--- src/rtl/dog_sprite_sequencer.sv ---
// Dog sprite pixel pipeline and walk-cycle frame sequencer.
// Optional horizontal mirroring is enabled with SPRITE_MIRROR_EN.
module dog_sprite_sequencer #(
  parameter int SPRITE_W = 64,
  parameter int SPRITE_H = 64,
  parameter int FRAMES = 4,
  parameter int FRAME_HOLD = 8,
  localparam int XW = $clog2(SPRITE_W),
  localparam int YW = $clog2(SPRITE_H),
  localparam int AW = XW + YW
) (
  input  logic          Clk,
  input  logic          Reset_n,
  input  logic          frame_start,
  input  logic          run,
  input  logic          pix_valid,
  input  logic [9:0]    DrawX,
  input  logic [9:0]    DrawY,
  input  logic [9:0]    SpriteX,
  input  logic [9:0]    SpriteY,
`ifdef SPRITE_MIRROR_EN
  input  logic          mirror_x,
`endif
  output logic [AW-1:0] rom_addr,
  output logic [1:0]    rom_sel,
  input  logic [3:0]    rom_data,
  output logic [3:0]    pal_index,
  input  logic [11:0]   pal_rgb,
  output logic [11:0]   sprite_rgb,
  output logic          sprite_on,
  output logic          out_valid
);

  typedef enum logic [1:0] {
    IDLE,
    RUN,
    STOPPING
  } state_t;

  state_t      state;
  logic [7:0]  hold;
  logic [9:0]  pos_x;
  logic [9:0]  pos_y;
  logic [10:0] dx;
  logic [10:0] dy;
  logic [XW-1:0] col;
  logic        hit;
  logic        hit0;
  logic        hit1;
  logic        v0;
  logic        v1;
  logic        last_hold;
  logic        last_frame;
  logic        stepping;
  logic [1:0]  next_sel;

  // 11-bit differences: pixels left of/above the sprite go negative
  assign dx = {1'b0, DrawX} - {1'b0, pos_x};
  assign dy = {1'b0, DrawY} - {1'b0, pos_y};
  assign hit = pix_valid && (dx < 11'(SPRITE_W))
               && (dy < 11'(SPRITE_H));

`ifdef SPRITE_MIRROR_EN
  logic mirror;
  assign col = mirror ? ~dx[XW-1:0] : dx[XW-1:0];
`else
  assign col = dx[XW-1:0];
`endif

  assign last_hold = hold == 8'(FRAME_HOLD - 1);
  assign last_frame = rom_sel == 2'(FRAMES - 1);
  assign next_sel = !last_hold ? rom_sel
                  : last_frame ? 2'd0
                  : rom_sel + 2'd1;
  // the pulse that leaves IDLE already counts toward the hold
  assign stepping = (state != IDLE) || run;

  always_ff @(posedge Clk) begin
    if (!Reset_n) begin
      state      <= IDLE;
      hold       <= '0;
      rom_sel    <= '0;
      pos_x      <= '0;
      pos_y      <= '0;
`ifdef SPRITE_MIRROR_EN
      mirror     <= 1'b0;
`endif
      v0         <= 1'b0;
      hit0       <= 1'b0;
      rom_addr   <= '0;
      v1         <= 1'b0;
      hit1       <= 1'b0;
      pal_index  <= '0;
      out_valid  <= 1'b0;
      sprite_on  <= 1'b0;
      sprite_rgb <= '0;
    end else begin
      if (frame_start) begin
        pos_x <= SpriteX;
        pos_y <= SpriteY;
`ifdef SPRITE_MIRROR_EN
        mirror <= mirror_x;
`endif
        if (stepping) begin
          hold    <= last_hold ? 8'd0 : hold + 8'd1;
          rom_sel <= next_sel;
          if (run)
            state <= RUN;
          else if (last_hold && last_frame)
            state <= IDLE;
          else
            state <= STOPPING;
        end
      end
      v0         <= pix_valid;
      hit0       <= hit;
      rom_addr   <= hit ? {dy[YW-1:0], col} : '0;
      v1         <= v0;
      hit1       <= hit0;
      pal_index  <= hit0 ? rom_data : 4'd0;
      out_valid  <= v1;
      sprite_on  <= hit1 && (pal_index != 4'd0);
      sprite_rgb <= pal_rgb;
    end
  end

endmodule

--- config.mk ---
export PLATFORM = sky130hd
export DESIGN_NAME = dog_sprite_sequencer
export DESIGN_NICKNAME = d
export VERILOG_FILES = /design/src/rtl/dog_sprite_sequencer.sv
export SDC_FILE = /design/constraint.sdc
export NUM_CORES = 1
export LEC_CHECK = 0
export CAP_MARGIN = 20
export CORE_UTILIZATION = 51
export DETAILED_ROUTE_END_ITERATION = 8
export GPL_TIMING_DRIVEN = 0
export PLACE_DENSITY_LB_ADDON = 0.15
export SYNTH_ARGS = -nofsm -noshare
export SYNTH_HDL_FRONTEND = slang
export SYNTH_SLANG_ARGS = --single-unit
--- constraint.sdc ---
create_clock -name Clk -period 4.33 [get_ports Clk]
set_input_delay 0.433 -clock Clk [delete_from_list [all_inputs] [get_ports Clk]]
set_output_delay 0.433 -clock Clk [all_outputs]
set_load 0.02 [all_outputs]
==> impl_metrics.json <==
{
  "p_leak_nw": 1.78,
  "areaGrowthSynthToFinish_pct": 38.0,
  "report.final.slew_viol_count": 0,
  "tns_ps": 0,
  "clk_pin_slew_ps": 70,
  "worstPathArrival_ps": 3330,
  "numCtsBuffers": 9,
  "synth_cell_type_count": 50,
  "cp-end-kind": "register",
  "clock_power_share_pct": 38.5,
  "die_area_um2": 6680,
  "synth_ff_type": "dfxtp_1",
  "finalClockSkew_ps": 7.67,
  "drive_above_1_share_pct": 5.08,
  "synth_edf_count": 0,
  "grt_antenna_before_repair": 0,
  "initial_utilization_pct": 53.8,
  "clock_latency_ps": 340,
  "fin_crit_sh_pct": 72.2,
  "multi_input_area_um2": 1780,
  "synth_nets": 431,
  "r2r_cells": 8,
  "cts_resized": 0,
  "finalPower_w": 0.00151,
  "first_global_vias": 2576,
  "crit_type": "in -> reg",
  "port_buffers": 91,
  "post-cts-setup-buffers": 0,
  "cts_hold_buf": 0,
  "status": "completed",
  "ys_seq_area_share_pct": 40.8,
  "grt-ovfl-total": 0,
  "row_count": 28,
  "routedWlPerCell_um": 13.2,
  "grt_usage_pct": 22.6,
  "drtAntennaViolNets": 0,
  "syn-cell-area_um2": 3240,
  "nets": 533,
  "clockBufferDepth": 2,
  "fp.coreArea_um2": 6030,
  "register_area_um2": 1320,
  "max_stage_delay_ps": 510,
  "startpoint_type": "input port",
  "wl_mm": 6.96,
  "crit_chain": "clkdlybuf4s50_1 -> inv_1 -> ha_1 -> inv_1 -> fa_1 -> a211oi_1 -> o21bai_1 -> a21oi_1 -> nand2_1 -> nor4_1",
  "vdd_drop_max_v": 0.000302,
  "met1_usage_pct": 27.6,
  "grt_max_degree": 13,
  "boundaryPins": 93,
  "critPathMaxFanout": 8,
  "hold_violations": 0,
  "synth_warnings": 0,
  "clockRootBuffer": "clkbuf_8",
  "combinationalPowerShare_pct": 19.2,
  "p_per_area_nw_per_um2": 337,
  "initialDrtViolationCount": 122,
  "crit_top_cell": "inv_1",
  "place.gp.congestion": 0.900,
  "synth_seq_cells": 66,
  "dp_hpwl_mm": 5.34,
  "insertedDiodeCount": 0,
  "required_ps": 4540,
  "netlist_instances": 346,
  "worst_slew_pin_slew_ps": 871,
  "layout_min_cycle_time_ps": 3130,
  "avgViaCountPerCell": 5.27,
  "whs_ps": 426,
  "setup_violations": 0,
  "fin_util_pct": 74.2,
  "cts_max_level": 3,
  "vias": 2784,
  "hold_path.class": "reg -> reg",
  "rsz0062_at_grt": "no",
  "grt_pass1_wl_mm": 11.5,
  "busiest_layer": "met2",
  "nFillCells": 475,
  "syn_area_per_cell_um2": 9.37,
  "die_x_um": 81.7,
  "drtPass1Iterations": 4,
  "grtUsageMet3_pct": 6.00,
  "slew_headroom_pct": 41.4,
  "p_sw_share_pct": 26.1,
  "maxCapViolations": 0,
  "hold-path-cell-count": 2,
  "clock.fmax_mhz": 320,
  "sequentialPowerShare_pct": 42.3,
  "intPower_w": 0.00111,
  "cts_tree": "yes",
  "slowest_stage": "a21oi_1",
  "clock_sinks": 66,
  "synthArstFlopShare_pct": 0,
  "drc": 0,
  "die_h_um": 81.7,
  "gr-usage-met2_pct": 39.2,
  "netSwitchingPower_w": 0.000393
}
-- cell type report --
type | count | share of cell area (%)
multi-input cells | 246 | 39.9
clock inverters | 6 | 2.01
flip-flops and latches | 66 | 29.5
plain buffers | 12 | 1.20
repair buffers | 91 | 20.4
inverters | 22 | 1.85
clock buffers | 10 | 3.08
well taps | 75 | 2.10
-- kinds of logic after synthesis --
group	count (synthesis)	synth area share [%]
xor gates and xnor gates	15	4.05
DFF	66	40.8
buffers and inverters	34	4.21
adders and majority gates	24	9.73
muxes	22	6.80
and+or+nand+nor	126	22.3
AOI/OAI and AO/OA	59	12.1
-- layout by cell type (no fill, tap or decap), types with 3 or more instances in the layout --
cell / count
nor2_1: 16
a21o_1: 3
inv_1: 22
clkbuf_1: 8
nand4_1: 3
nand3_1: 8
a21oi_1: 16
xor2_1: 7
nand2b_1: 5
nand2_1: 17
nor2b_1: 28
o21ai_1: 3
a211oi_1: 4
nor4_2: 3
xnor2_1: 8
clkbuf_8: 10
ha_1: 22
nor3_1: 10
mux2i_1: 22
nor4_1: 5
and3_1: 6
o21a_1: 4
o21ai_0: 7
dfxtp_1: 66
and2_1: 18
o2111ai_1: 3
clkdlybuf4s50_1: 91
-- through the flow --
step / cell area, um2 / instances / setup WS, ps
finish: 4470 / 528 / 1200
global route: 4470 / 528 / 1000
CTS: 4470 / 528 / 1180
detailed placement: 4250 / 512 / 840
global placement: 4250 / 512 / 950
floorplan: 3240 / 346 / 1700
-- metal layers --
layer / wire [um] / part of all wire [%] / vias to the layer above
met2: 3430 / 49 / 83
met5: 0 / 0 / -
li1: - / - / 1408
met3: 472 / 6.8 / 7
met4: 66 / 0.95 / 0
met1: 2980 / 43 / 1286
-- path summary, 6_finish.rpt --
kind	from	end	slack [ps]
worst max-delay path	DrawX[0]	rom_addr[4]	1200
worst min-delay path	hit1	sprite_on	430
worst max register to register	pos_x[0]	rom_addr[4]	1470
worst min register to register	hit1	sprite_on	430
-- Yosys cell counts, types with 2 or more instances --
library cell / count / area [um2]
nor3_1: 10 / 50.1
nor2b_1: 28 / 175
nand2b_1: 5 / 31.3
fa_1: 2 / 40.0
clkbuf_1: 8 / 30.0
dfxtp_1: 66 / 1320
a211oi_1: 4 / 30.0
o21a_1: 4 / 30.0
inv_1: 22 / 82.6
nand3_1: 8 / 40.0
nor4_2: 3 / 37.5
nor4_1: 5 / 31.3
a21oi_1: 16 / 80.1
o21bai_1: 2 / 15.0
o2111ai_1: 3 / 26.3
ha_1: 22 / 275
nand4_1: 3 / 18.8
buf_1: 2 / 7.51
xor2_1: 7 / 61.3
xnor2_1: 8 / 70.1
nand3b_1: 2 / 15.0
o211ai_1: 2 / 15.0
a21boi_0: 2 / 15.0
nand2_1: 17 / 63.8
a21o_1: 3 / 22.5
o21ai_0: 7 / 35.0
and2_1: 18 / 113
nor2_1: 16 / 60.1
a31oi_1: 2 / 12.5
and3_1: 6 / 37.5
mux2i_1: 22 / 220
o21ai_1: 3 / 15.0
-- power by group through the flow --
stage	Sequential, W	Combinational (W)	Clock, W
finish	0.000637	0.000289	0.000580
global route	0.000639	0.000323	0.000616
CTS	0.000637	0.000291	0.000594
detailed placement	0.000651	0.000289	0
global placement	0.000650	0.000283	0
floorplan	0.000657	0.000176	0
-- sequential cells by signal (all words and copies together) (netlist names), 2 cells and up --
name        cells
rom_sel         2
state           2
pos_y          10
pal_index       4
hold            8
sprite_rgb     12
rom_addr       12
pos_x          10
-- worst max-delay path, delay by kind of cell --
family,cells,cell delay (ps)
AND/OR/NAND/NOR,2,790
buffers and inverters,3,570
adder cells (fa/ha/maj),2,580
AO/OA/AOI/OAI,3,960
(Power assumes the default switching activity.)
